`config.mk`:
```
export PLATFORM = sky130hd
export DESIGN_NAME = hart_state_table_flat
export DESIGN_NICKNAME = d
export VERILOG_FILES = /design/src/rtl/hart_state_table_if.sv /design/src/rtl/hart_state_table.sv /design/src/flat_wrapper.sv
export SDC_FILE = /design/constraint.sdc
export NUM_CORES = 1
export LEC_CHECK = 0
export CORE_UTILIZATION = 52
export DETAILED_ROUTE_END_ITERATION = 10
export GPL_TIMING_DRIVEN = 0
export HOLD_SLACK_MARGIN = 0.1
export PLACE_DENSITY = 0.85
export SYNTH_ARGS = -nofsm -noshare
export SYNTH_HDL_FRONTEND = slang
export SYNTH_SLANG_ARGS = --single-unit
export TNS_END_PERCENT = 1
```
`constraint.sdc`:
```
create_clock -name clk -period 6.24 [get_ports clk]
set_clock_uncertainty 0.1 [all_clocks]
set_input_delay 0.624 -clock clk [delete_from_list [all_inputs] [get_ports clk]]
set_output_delay 0.624 -clock clk [all_outputs]
set_load 0.05 [all_outputs]
```
`src/rtl/hart_state_table_if.sv`:
```
// hart_state_table_if
// Groups the hart lifecycle request inputs and the state/PC outputs of the
// hart state table into one bundle.
//   master : drives start/kill/prim_set/suspend/resume/PC-write requests and
//            the one-hot issue select; observes the state outputs.
//   slave  : the hart state table itself.
interface hart_state_table_if;
    logic        hstart;
    logic [1:0]  hstart_id;
    logic [31:0] hstart_pc;
    logic        hkill;
    logic [1:0]  hkill_id;
    logic        prim_set;
    logic [1:0]  prim_set_id;
    logic        hsusp;
    logic [1:0]  hsusp_id;
    logic        hresm;
    logic [1:0]  hresm_id;
    logic        pc_we;
    logic [1:0]  pc_wr_id;
    logic [31:0] pc_wr_data;
    logic [3:0]  hart_issue_hstate;
    logic [3:0]  acti_hstate;
    logic [3:0]  prim_hstate;
    logic [31:0] if_pc;
    logic        if_valid;
    logic        hreq_ack;
    logic        hreq_err;

    modport master (
        output hstart, hstart_id, hstart_pc, hkill, hkill_id,
               prim_set, prim_set_id, hsusp, hsusp_id, hresm, hresm_id,
               pc_we, pc_wr_id, pc_wr_data, hart_issue_hstate,
        input  acti_hstate, prim_hstate, if_pc, if_valid, hreq_ack, hreq_err
    );

    modport slave (
        input  hstart, hstart_id, hstart_pc, hkill, hkill_id,
               prim_set, prim_set_id, hsusp, hsusp_id, hresm, hresm_id,
               pc_we, pc_wr_id, pc_wr_data, hart_issue_hstate,
        output acti_hstate, prim_hstate, if_pc, if_valid, hreq_ack, hreq_err
    );
endinterface

```
`src/rtl/hart_state_table.sv`:
```
// hart_state_table
// Per-hart lifecycle state (IDLE / ACTIVE / SUSP), one-hot primary-hart mask
// and resume-PC table for the 4-hart interleaved core.
// Ports:
//   clk  : core clock
//   rst  : asynchronous active-high reset
//   hs   : hart_state_table_if.slave
//          requests  - hstart/hkill/prim_set (ack/err accounted), hsusp/hresm,
//                      pc_we, hart_issue_hstate (one-hot issue select)
//          outputs   - acti_hstate, prim_hstate (registered),
//                      if_pc/if_valid (combinational read),
//                      hreq_ack/hreq_err (registered 1-cycle pulses)
module hart_state_table #(
    parameter logic [31:0] RESET_VECTOR = 32'h0000_0000
) (
    input logic              clk,
    input logic              rst,
    hart_state_table_if.slave hs
);

    typedef enum logic [1:0] {
        HS_IDLE   = 2'd0,
        HS_ACTIVE = 2'd1,
        HS_SUSP   = 2'd2
    } hstate_e;

    hstate_e     state_q [4];
    hstate_e     state_d [4];
    logic [31:0] pc_q [4];
    logic [31:0] pc_d [4];
    logic [3:0]  prim_q, prim_d;
    logic        ack_q, ack_d;
    logic        err_q, err_d;

    logic [2:0]  busy_cnt;
    logic        kill_ok;
    logic        start_ok;
    logic        prim_ok;
    logic        resm_hit;
    logic        susp_hit;
    logic        fb_found;
    logic [3:0]  acti;

    // Request arbitration. Only the highest-priority request present among
    // kill > start > prim_set is considered; anything below it is dropped
    // with err, even when the winner itself is rejected.
    always_comb begin
        busy_cnt = '0;
        for (int i = 0; i < 4; i++) begin
            busy_cnt = busy_cnt + {2'b00, (state_q[i] != HS_IDLE)};
        end
        kill_ok  = hs.hkill && (state_q[hs.hkill_id] != HS_IDLE) && (busy_cnt >= 3'd2);
        start_ok = hs.hstart && !hs.hkill && (state_q[hs.hstart_id] == HS_IDLE);
        prim_ok  = hs.prim_set && !hs.hkill && !hs.hstart &&
                   (state_q[hs.prim_set_id] != HS_IDLE);
        ack_d    = kill_ok || start_ok || prim_ok;
        err_d    = (hs.hkill && !kill_ok) || (hs.hstart && !start_ok) ||
                   (hs.prim_set && !prim_ok);
    end

    // Per-hart next state and PC. Kill beats suspend/resume beats start;
    // a resume on the same hart as a suspend wins. Start only targets IDLE
    // harts and pc_we only non-IDLE ones, so they never collide.
    always_comb begin
        resm_hit = 1'b0;
        susp_hit = 1'b0;
        for (int i = 0; i < 4; i++) begin
            state_d[i] = state_q[i];
            pc_d[i]    = pc_q[i];
            resm_hit   = hs.hresm && (hs.hresm_id == 2'(i));
            susp_hit   = hs.hsusp && (hs.hsusp_id == 2'(i)) && !resm_hit;
            if (kill_ok && (hs.hkill_id == 2'(i))) begin
                state_d[i] = HS_IDLE;
            end else if (resm_hit && (state_q[i] == HS_SUSP)) begin
                state_d[i] = HS_ACTIVE;
            end else if (susp_hit && (state_q[i] == HS_ACTIVE)) begin
                state_d[i] = HS_SUSP;
            end else if (start_ok && (hs.hstart_id == 2'(i))) begin
                state_d[i] = HS_ACTIVE;
            end
            if (start_ok && (hs.hstart_id == 2'(i))) begin
                pc_d[i] = hs.hstart_pc;
            end else if (hs.pc_we && (hs.pc_wr_id == 2'(i)) && (state_q[i] != HS_IDLE)) begin
                pc_d[i] = hs.pc_wr_data;
            end
        end
    end

    // Primary tracking. Killing the primary hands it to the lowest ACTIVE
    // survivor (after this cycle's suspend/resume), else the lowest SUSP one.
    // An accepted kill guarantees another non-IDLE hart, so a fallback exists.
    always_comb begin
        prim_d   = prim_q;
        fb_found = 1'b0;
        if (prim_ok) begin
            prim_d = 4'b0001 << hs.prim_set_id;
        end else if (kill_ok && prim_q[hs.hkill_id]) begin
            prim_d = '0;
            for (int i = 0; i < 4; i++) begin
                if (!fb_found && (state_d[i] == HS_ACTIVE)) begin
                    prim_d[i] = 1'b1;
                    fb_found  = 1'b1;
                end
            end
            for (int i = 0; i < 4; i++) begin
                if (!fb_found && (state_d[i] == HS_SUSP)) begin
                    prim_d[i] = 1'b1;
                    fb_found  = 1'b1;
                end
            end
        end
    end

    // State, PC and pulse registers.
    always_ff @(posedge clk or posedge rst) begin
        if (rst) begin
            for (int i = 0; i < 4; i++) begin
                state_q[i] <= (i == 0) ? HS_ACTIVE : HS_IDLE;
                pc_q[i]    <= (i == 0) ? RESET_VECTOR : 32'h0;
            end
            prim_q <= 4'b0001;
            ack_q  <= 1'b0;
            err_q  <= 1'b0;
        end else begin
            for (int i = 0; i < 4; i++) begin
                state_q[i] <= state_d[i];
                pc_q[i]    <= pc_d[i];
            end
            prim_q <= prim_d;
            ack_q  <= ack_d;
            err_q  <= err_d;
        end
    end

    // Zero-latency fetch-PC read; non-one-hot selects read as 0 / invalid.
    always_comb begin
        acti        = '0;
        hs.if_pc    = '0;
        hs.if_valid = 1'b0;
        for (int i = 0; i < 4; i++) begin
            acti[i] = (state_q[i] == HS_ACTIVE);
        end
        case (hs.hart_issue_hstate)
            4'b0001: begin hs.if_pc = pc_q[0]; hs.if_valid = acti[0]; end
            4'b0010: begin hs.if_pc = pc_q[1]; hs.if_valid = acti[1]; end
            4'b0100: begin hs.if_pc = pc_q[2]; hs.if_valid = acti[2]; end
            4'b1000: begin hs.if_pc = pc_q[3]; hs.if_valid = acti[3]; end
            default: begin hs.if_pc = '0;      hs.if_valid = 1'b0;    end
        endcase
    end

    assign hs.acti_hstate = acti;
    assign hs.prim_hstate = prim_q;
    assign hs.hreq_ack    = ack_q;
    assign hs.hreq_err    = err_q;

endmodule

```
`src/flat_wrapper.sv`:
```
// flat-port wrapper written by rule: the top's interface ports become plain ports
module hart_state_table_flat 
#(
    parameter logic [31:0] RESET_VECTOR = 32'h0000_0000
)
  (clk, rst, hs_hstart, hs_hstart_id, hs_hstart_pc, hs_hkill, hs_hkill_id, hs_prim_set, hs_prim_set_id, hs_hsusp, hs_hsusp_id, hs_hresm, hs_hresm_id, hs_pc_we, hs_pc_wr_id, hs_pc_wr_data, hs_hart_issue_hstate, hs_acti_hstate, hs_prim_hstate, hs_if_pc, hs_if_valid, hs_hreq_ack, hs_hreq_err);
  hart_state_table_if hs_i ();
  input logic clk;
  input logic rst;
  input wire logic [$bits(hs_i.hstart)-1:0] hs_hstart;
  input wire logic [$bits(hs_i.hstart_id)-1:0] hs_hstart_id;
  input wire logic [$bits(hs_i.hstart_pc)-1:0] hs_hstart_pc;
  input wire logic [$bits(hs_i.hkill)-1:0] hs_hkill;
  input wire logic [$bits(hs_i.hkill_id)-1:0] hs_hkill_id;
  input wire logic [$bits(hs_i.prim_set)-1:0] hs_prim_set;
  input wire logic [$bits(hs_i.prim_set_id)-1:0] hs_prim_set_id;
  input wire logic [$bits(hs_i.hsusp)-1:0] hs_hsusp;
  input wire logic [$bits(hs_i.hsusp_id)-1:0] hs_hsusp_id;
  input wire logic [$bits(hs_i.hresm)-1:0] hs_hresm;
  input wire logic [$bits(hs_i.hresm_id)-1:0] hs_hresm_id;
  input wire logic [$bits(hs_i.pc_we)-1:0] hs_pc_we;
  input wire logic [$bits(hs_i.pc_wr_id)-1:0] hs_pc_wr_id;
  input wire logic [$bits(hs_i.pc_wr_data)-1:0] hs_pc_wr_data;
  input wire logic [$bits(hs_i.hart_issue_hstate)-1:0] hs_hart_issue_hstate;
  output wire logic [$bits(hs_i.acti_hstate)-1:0] hs_acti_hstate;
  output wire logic [$bits(hs_i.prim_hstate)-1:0] hs_prim_hstate;
  output wire logic [$bits(hs_i.if_pc)-1:0] hs_if_pc;
  output wire logic [$bits(hs_i.if_valid)-1:0] hs_if_valid;
  output wire logic [$bits(hs_i.hreq_ack)-1:0] hs_hreq_ack;
  output wire logic [$bits(hs_i.hreq_err)-1:0] hs_hreq_err;
  assign hs_i.hstart = hs_hstart;
  assign hs_i.hstart_id = hs_hstart_id;
  assign hs_i.hstart_pc = hs_hstart_pc;
  assign hs_i.hkill = hs_hkill;
  assign hs_i.hkill_id = hs_hkill_id;
  assign hs_i.prim_set = hs_prim_set;
  assign hs_i.prim_set_id = hs_prim_set_id;
  assign hs_i.hsusp = hs_hsusp;
  assign hs_i.hsusp_id = hs_hsusp_id;
  assign hs_i.hresm = hs_hresm;
  assign hs_i.hresm_id = hs_hresm_id;
  assign hs_i.pc_we = hs_pc_we;
  assign hs_i.pc_wr_id = hs_pc_wr_id;
  assign hs_i.pc_wr_data = hs_pc_wr_data;
  assign hs_i.hart_issue_hstate = hs_hart_issue_hstate;
  assign hs_acti_hstate = hs_i.acti_hstate;
  assign hs_prim_hstate = hs_i.prim_hstate;
  assign hs_if_pc = hs_i.if_pc;
  assign hs_if_valid = hs_i.if_valid;
  assign hs_hreq_ack = hs_i.hreq_ack;
  assign hs_hreq_err = hs_i.hreq_err;
  hart_state_table #(.RESET_VECTOR(RESET_VECTOR)) u_core (.clk(clk), .rst(rst), .hs(hs_i));
endmodule
```
After elaboration in Yosys (flattened, before gate mapping)
Index checks and enable logic that the tools add are counted.
{"block": "word_totals", "register_bits": 142, "input_bits": 88, "output_inout_bits": 43, "elab_cells": 216}
{"block": "classes", "n_addsub": 3, "n_lt_le_gt_ge": 5, "eq_ne": 35, "shift": 1, "mux": 67, "bitwise_logic": 3, "reduce_logical": 91}
{"operator": "32-bit 2-to-1 mux", "n": 8}
{"operator": "32-bit one-hot mux with 4 select lines", "n": 1}
{"operator": "1-bit logical AND", "n": 54}
{"operator": "2-bit 2-to-1 mux", "n": 22}
{"operator": "2-bit equality test (second input constant)", "n": 18}
{"operator": "1-bit 2-to-1 mux", "n": 29}
{"operator": "2-bit by 1-bit equality test with 1-bit output (second input constant)", "n": 13}
{"operator": "2-bit nonzero test", "n": 11}
{"operator": "1-bit zero test", "n": 16}
{"operator": "2-bit binary-select mux with 2-bit select", "n": 3}
{"operator": "2-bit zero test", "n": 6}
{"operator": "3-bit >= comparator (second input constant)", "n": 3}
{"operator": "2-bit inverter with 3-bit output", "n": 3}
{"operator": "4-bit 2-to-1 mux", "n": 2}
{"operator": "3-bit by 1-bit adder with 3-bit output", "n": 2}
{"operator": "4-bit by 1-bit equality test with 1-bit output (second input constant)", "n": 1}
{"operator": "4-bit by 2-bit equality test with 1-bit output (second input constant)", "n": 1}
{"operator": "4-bit by 3-bit equality test with 1-bit output (second input constant)", "n": 1}
{"operator": "4-bit equality test (second input constant)", "n": 1}
{"operator": "1-bit logical OR", "n": 4}
{"operator": "1-bit one-hot mux with 4 select lines", "n": 1}
{"operator": "1-bit by 2-bit left shift with 4-bit output (first input constant)", "n": 1}
{"operator": "3-bit by 2-bit >= comparator with 1-bit output (second input constant)", "n": 1}
{"operator": "2-bit by 3-bit < comparator with 1-bit output (second input constant)", "n": 1}
{"operator": "2 further kinds", "n": 2}

Logic depth before layout (Yosys ltp)
Gate-level depths: netlist (run 1).
{"block": "logic_depth", "depth_word": 50, "depth_mapped": 10, "depth_no_buf": 10}

Least setup slack after synthesis (run 1)
OpenSTA, ideal clock, no wires.
{"block": "synth_timing", "path_kind": "input-to-output", "from": "input hs_hart_issue_hstate[1]", "to": "output hs_if_valid", "arrival_time_ps": 2066, "required_ps": 5516, "slack_ps": 3450, "stages": 4, "n_path_buf": 1, "cell_sequence": "nor4b_1 > clkbuf_1 > a22oi_1 > nand2_1"}
{"block": "synth_via", "elab_chain_len": 2, "word_cells_on_any_way": 5, "classes_between": "eq/ne (4); mux (1)"}
{"element": "start, declared", "line": "flat_wrapper.sv:24", "source": "input wire logic [$bits(hs_i.hart_issue_hstate)-1:0] hs_hart_issue_hstate;"}
{"element": "4-bit equality test, or another cell as far along", "line": "hart_state_table.sv:143", "source": "case (hs.hart_issue_hstate)"}
{"element": "1-bit one-hot mux with 4 select lines *", "line": "hart_state_table.sv:143"}
{"element": "end, declared", "line": "flat_wrapper.sv:28", "source": "output wire logic [$bits(hs_i.if_valid)-1:0] hs_if_valid;"}
Mark *: on every way between the ends. The rest lies on a longest branch, timed or not.

Final worst setup path (run 1)
{"block": "layout_timing", "from": "input hs_hart_issue_hstate[0]", "to": "output hs_if_pc[20]"}
{"block": "layout_via", "elab_chain_len": 2, "word_cells_on_any_way": 5, "classes_between": "eq/ne (4); mux (1)"}
{"element": "4-bit equality test, or another cell as far along", "line": "hart_state_table.sv:143"}
{"element": "32-bit one-hot mux with 4 select lines *", "line": "hart_state_table.sv:143"}
{"element": "end, declared", "line": "flat_wrapper.sv:27", "source": "output wire logic [$bits(hs_i.if_pc)-1:0] hs_if_pc;"}
Marked as above.

==> flow_summary.toml, run 1 <==
[route]
drc = 0
drtPass1Iterations = 6
drtIter0Drc = 1032
wl_per_cell_um = 18.9
routed_wirelength_um = 22100
ant_nets = 0
vias_per_cell = 6.18
routed-via-count = 7253

[logic_synthesis]
synth_fa_ha_area_share_pct = 0.341
avgSynthCellArea_sq_um = 8.82
synth_top_family_by_area = "compound AO/OA/AOI/OAI gates"
synth_ff_type = "dfrtp_1"
netlist_top_cells_count = "nand2_1 (299), a22oi_1 (198), dfrtp_1 (140), clkbuf_1 (50), nor2_1 (24)"
synthXorXnorAreaFrac_pct = 0
synth.most_common_cell = "nand2_1"
seq_area_frac_synth_pct = 48.5
synth_compound_area_share_pct = 24.8
postSynth.asyncResetShare_pct = 100
yosysTopAreaCell = "dfrtp_1"
synth_cells = 832
synthSimpleGateAreaFrac_pct = 21.8
syn-cell-area_sq_mm = 0.00734
ys_warn_count = 0
synth_seq_cells = 142
synth-edff-count = 0
synth_cell_types = 52
ys_top_cells_by_area = "dfrtp_1 (48%), a22oi_1 (20%), nand2_1 (15%)"
synthMuxAreaShare_pct = 1.23
synthesis.nets = 922
yosys.area.top_type_share_pct = 47.7

[worst_setup_path]
crit_fanout = 10
critPathRequiredTime_ns = 5.52
end_kind = "output pin"
startpoint_type = "primary input"
path_class = "primary input to output pin"
cp.arrival_ns = 4.07

[global_routing]
grt_pass1_vias = 7049
gr-total-overflow = 0
grt_usage_pct = 31.7
grt_start_max_net_pins = 73
grt_pass1_wl_um = 35700
antenna_found_initial = 0

[hold_path]
worstHoldPathType = "register to register"

[cells_and_area]
diodes = 0
final_net_count = 1071
final-instance-count-excl-fill = 1173
multi_input_area_sq_mm = 0.00355
fillers = 1095
regArea_sq_mm = 0.00356
drive_gt1_share_pct = 5.24
area_growth_pct = 29.0

[clock_tree]
cts_tree = "built"
clock_sinks = 142
clockRootBuffer = "clkbuf_16"
clock_path_buffers = 2
cts_hold_buf = 0
cts_setup_buffers = 0
cts_made_buffers = 17
path_clk_slew_ns = 0.06
clk_latency_ns = 0.42
post_cts_resized = 0
h-tree-depth = 4

[floorplanning]
die_h_um = 121
io_pins = 131
die_area_sq_mm = 0.0146
coreArea_sq_mm = 0.0138
die-width_um = 121
fp-row-count = 43
initial_utilization_pct = 53.1

[timing]
fmax_mhz = 209
slew-limit-headroom_pct = 6.90
rsz0062_at_grt = "false"
setup_violations = 0
period_needed_ns = 4.79
finalHoldWorstSlack_ns = 0.372
worst_pin_slew_ns = 1.38
hold_violations = 0
finalCritPeriodShare_pct = 76.8
drv_slew = 0
fin_tns_setup_ns = 0

[power_and_ir_drop]
powerDensity_mw_per_mm2 = 415
ir_drop_mv = 0.238
total_power_mw = 3.92
power_leakage_nw = 4.35

[outcome]
status = "complete, no violations"

[placed_design]
gp_congestion = 0.821
dp_hpwl_um = 14400
dp_cells = 1142
port_buffers = 129

[job]
drv_cap = 0
==> worst max-delay path, stage by stage <==
cell and delay [ns]:
clkdlybuf4s50_1 0.55, nor4b_1 1.11, clkbuf_1 0.61, a22oi_1 0.19, nand2_1 0.14, clkdlybuf4s50_1 0.83
==> final timing paths <==
kind,end,start,slack [ns],cells after the start
setup / recovery,hs_if_pc[20],hs_hart_issue_hstate[0],1.45,6
hold / removal,u_core.pc_q[7],u_core.pc_q[7],0.37,2
setup reg to reg,u_core.hs.prim_hstate[2],u_core.state_q[5],2.87,10
hold reg to reg,u_core.pc_q[7],u_core.pc_q[7],0.37,2
max in group asynchronous,u_core.state_q[6],rst,4.65,3
min in group asynchronous,u_core.pc_q[81],rst,0.58,2
==> state kept, by name (all words and copies together) (netlist names) <==
signal,count
u_core.hs.hreq_ack,1
u_core.hs.prim_hstate,4
u_core.pc_q,128
u_core.state_q,8
u_core.hs.hreq_err,1
==> kinds of logic (layout without fill, tap and decap cells) <==
kind of cell               count (synthesis)  in the layout
AOI/OAI and AO/OA                        245            245
adders and majority gates                  2              2
buffers and inverters                     63            224
DFF                                      142            142
muxes                                      4              4
and+or+nand+nor                          376            376
==> where the power goes <==
part           internal (mW)  leakage, nW  switching, mW
combinational          0.502         2.32          0.820
clock                  0.598        0.272          0.381
sequential              1.36         1.76          0.266
==> final cells by class <==
| type | instances | area share, % |
|---|---|---|
| Timing Repair Buffer | 130 | 13.9 |
| Inverter | 9 | 0.410 |
| Sequential cell | 142 | 37.6 |
| Tap cell | 180 | 2.38 |
| Buffer | 54 | 2.18 |
| Multi-Input combinational cell | 627 | 37.6 |
| Clock buffer | 26 | 5.38 |
| Clock inverter | 5 | 0.582 |
==> through the flow <==
stage | instance area, sq um | utilization [%] | worst slack [ns]
6_report | 9460 | 68.4 | 1.45
4_1_cts | 9450 | 68.3 | 1.50
3_3_place_gp | 8850 | 64.0 | -0.303
5_1_grt | 9460 | 68.4 | 1.36
2_1_floorplan | 7340 | - | 1.71
3_5_place_dp | 8890 | 64.3 | 1.57
==> layer usage <==
metal | wire length [um] | GRT usage [%] | part of all wire (%) | vias up
met5 | 0 | 0 | 0 | -
met3 | 2040 | 6.89 | 9.2 | 49
li1 | - | - | - | 3289
met1 | 9310 | 43.2 | 42 | 3481
met2 | 10300 | 49.3 | 47 | 434
met4 | 475 | 12.9 | 2.1 | 0
==> cell usage in the layout, fill, tap and decap left out, types with 5 or more instances in the layout <==
| master | n |
|---|---|
| o21ai_0 | 7 |
| dfrtp_1 | 140 |
| nor3b_1 | 6 |
| clkbuf_1 | 54 |
| nand3b_1 | 5 |
| a22oi_1 | 198 |
| clkdlybuf4s50_1 | 129 |
| clkbuf_16 | 17 |
| inv_1 | 8 |
| clkbuf_8 | 5 |
| nand2_1 | 299 |
| a21oi_1 | 11 |
| nor2b_1 | 8 |
| a211oi_1 | 6 |
| nand2b_1 | 5 |
| nor2_1 | 24 |
(Power assumes the default switching activity.)
==> run 2: changes to the inputs <==
CORE_UTILIZATION = 48   (was 52)
PLACE_DENSITY = 0.83   (was 0.85)
clock period = 4.2 ns   (was 6.24 ns; I/O delays follow)
==> run 2 against run 1 <==
  * The run now ends with design-rule violations left
  * Register-to-register slack got worse by 2.0 ns
  * Sequential power increased by 48%
  * Largest cell class is now multi-input gates
  * Die area up 8.2%
  * Highest routed layer unchanged
  * Hold slack worse by 0.0058 ns
==> flow_summary.toml, run 2 (same netlist as run 1, synthesis figures left out) <==
[hold_path]
worstHoldStart = "hs_hsusp_id[0]"
worstHoldPathType = "primary input to register"

[global_routing]
grt.busiest_layer = "met2"
use_met3_pct = 5.65
antenna_found_initial = 0
grt_use_met2_pct = 44.6
met1_usage_pct = 39.9
grt_start_max_net_pins = 41
grt_pass1_wl_um = 35300
gr-total-overflow = 0
grt_usage_pct = 28.7
grt_pass1_vias = 6774

[outcome]
status = "finished with violations"
failed_checks = "design-rule violations"

[placed_design]
dp_hpwl_um = 14700
gp_congestion = 0.844
place_ws_ns = -0.0842
port_buffers = 129

[timing]
worst_pin_slew_ns = 1.11
hold_violations = 0
drv_slew = 0
period_needed_ns = 3.97
finalHoldWorstSlack_ns = 0.366
fmax_mhz = 252
rsz0062_at_grt = "false"
setup_ws_ns = 0.230
slew-limit-headroom_pct = 25.0
setup_violations = 0
finalCritPeriodShare_pct = 94.5

[clock_tree]
cts_setup_buffers = 0
path_clk_slew_ns = 0.06
post_cts_resized = 3
clockRootBuffer = "clkbuf_16"
clk_latency_ns = 0.43
clock_path_buffers = 2
cts_made_buffers = 17
h-tree-depth = 4
clock_sinks = 142
cts_hold_buf = 0
cts_tree = "built"

[worst_setup_path]
critPathRequiredTime_ns = 3.68
r2r-start = "u_core.state_q[5]"
path_delay_family = "buffers and inverters"
crit_start = "hs_hart_issue_hstate[0]"
end_kind = "output pin"
path_class = "primary input to output pin"
cp_slowest_stage_delay_ns = 0.82
crit_fanout = 10
crit_path_frequent_cell = "clkdlybuf4s50_1"
cp_cell_sequence = "clkdlybuf4s50_1, nor4b_2, clkbuf_1, a22oi_1, nand2_1, clkdlybuf4s50_1"
startpoint_type = "primary input"
cp.arrival_ns = 3.45
cp_num_buf_inv = 3
slowest_stage = "clkdlybuf4s50_1"

[route]
drtPass1Iterations = 11
ant_nets = 0
routed-via-count = 7121
routed_wirelength_um = 22200
wl_per_cell_um = 18.8
vias_per_cell = 6.04
drc = 10
drtIter0Drc = 922

[cells_and_area]
final_common_cell = "nand2_1"
layout_common_cells = "nand2_1 (299), a22oi_1 (198), dfrtp_1 (140)"
drive_gt1_share_pct = 5.83
diodes = 0
largest_reg_flops = 128
final_net_count = 1073
regMostFlops = "u_core.pc_q"
area_growth_pct = 29.0
fillers = 1210

[floorplanning]
die-width_um = 126
initial_utilization_pct = 49.9
fp-row-count = 44
io_pins = 131
die_h_um = 126
coreArea_sq_mm = 0.0147
die_area_sq_mm = 0.0158

[power_and_ir_drop]
power_leakage_nw = 4.34
ir_drop_mv = 0.357
powerDensity_mw_per_mm2 = 603

[job]
drv_cap = 0
==> run 2: layout make-up <==
| class | count | area (sq um) | area share [%] |
|---|---|---|---|
| tap | 184 | 230 | 2.43 |
| clock buffer | 20 | 447 | 4.72 |
| buffer | 54 | 206 | 2.18 |
| clock inverter | 11 | 70.1 | 0.740 |
| multi-input combinational | 627 | 3570 | 37.7 |
| timing repair buffer | 132 | 1350 | 14.3 |
| inverter | 9 | 37.5 | 0.397 |
| sequential | 142 | 3560 | 37.6 |
==> run 2: worst reg2reg max path: cells and delay by family (launching register included) <==
kind / cells / cell delay (ns)
AOI/OAI and AO/OA: 4 / 1.16
adders and majority gates: 2 / 0.58
DFF: 1 / 0.45
buffers and inverters: 1 / 0.12
and+or+nand+nor: 3 / 0.82
==> run 2: worst paths after layout <==
kind	slack, ns	cells past startpoint	to
hold reg to reg	0.38	2	u_core.pc_q[3]
min in group asynchronous	0.38	2	u_core.pc_q[100]
max in group asynchronous	2.64	4	u_core.hs.prim_hstate[0]
hold / removal	0.37	3	u_core.state_q[2]
setup / recovery	0.23	6	hs_if_pc[8]
setup reg to reg	0.86	10	u_core.hs.prim_hstate[2]
==> run 2: metrics by stage <==
stage | setup TNS, ns | utilization [%] | std cells | cell area, sq um | power (mW)
after floorplan | 0 | - | 832 | 7340 | 3.69
after global placement | -0.0293 | 60.3 | 1145 | 8860 | 4.27
after detailed placement | -0.789 | 60.7 | 1148 | 8920 | 4.34
after CTS | 0 | 64.3 | 1179 | 9460 | 5.70
after global routing | 0 | 64.4 | 1179 | 9460 | 6.04
final | 0 | 64.4 | 1179 | 9460 | 5.70
==> run 2: power by group <==
part / internal [mW] / switching (mW) / leakage [nW]
Clock: 0.760 / 0.579 / 0.252
Combinational: 0.749 / 1.22 / 2.33
Sequential: 2.01 / 0.382 / 1.76
Total: 3.52 / 2.18 / 4.34
==> run 2: layer usage <==
metal  vias up  wire (um)
met5         -          0
li1       3300          -
met4         0        287
met2       331      10400
met1      3466       9910
met3        24       1580
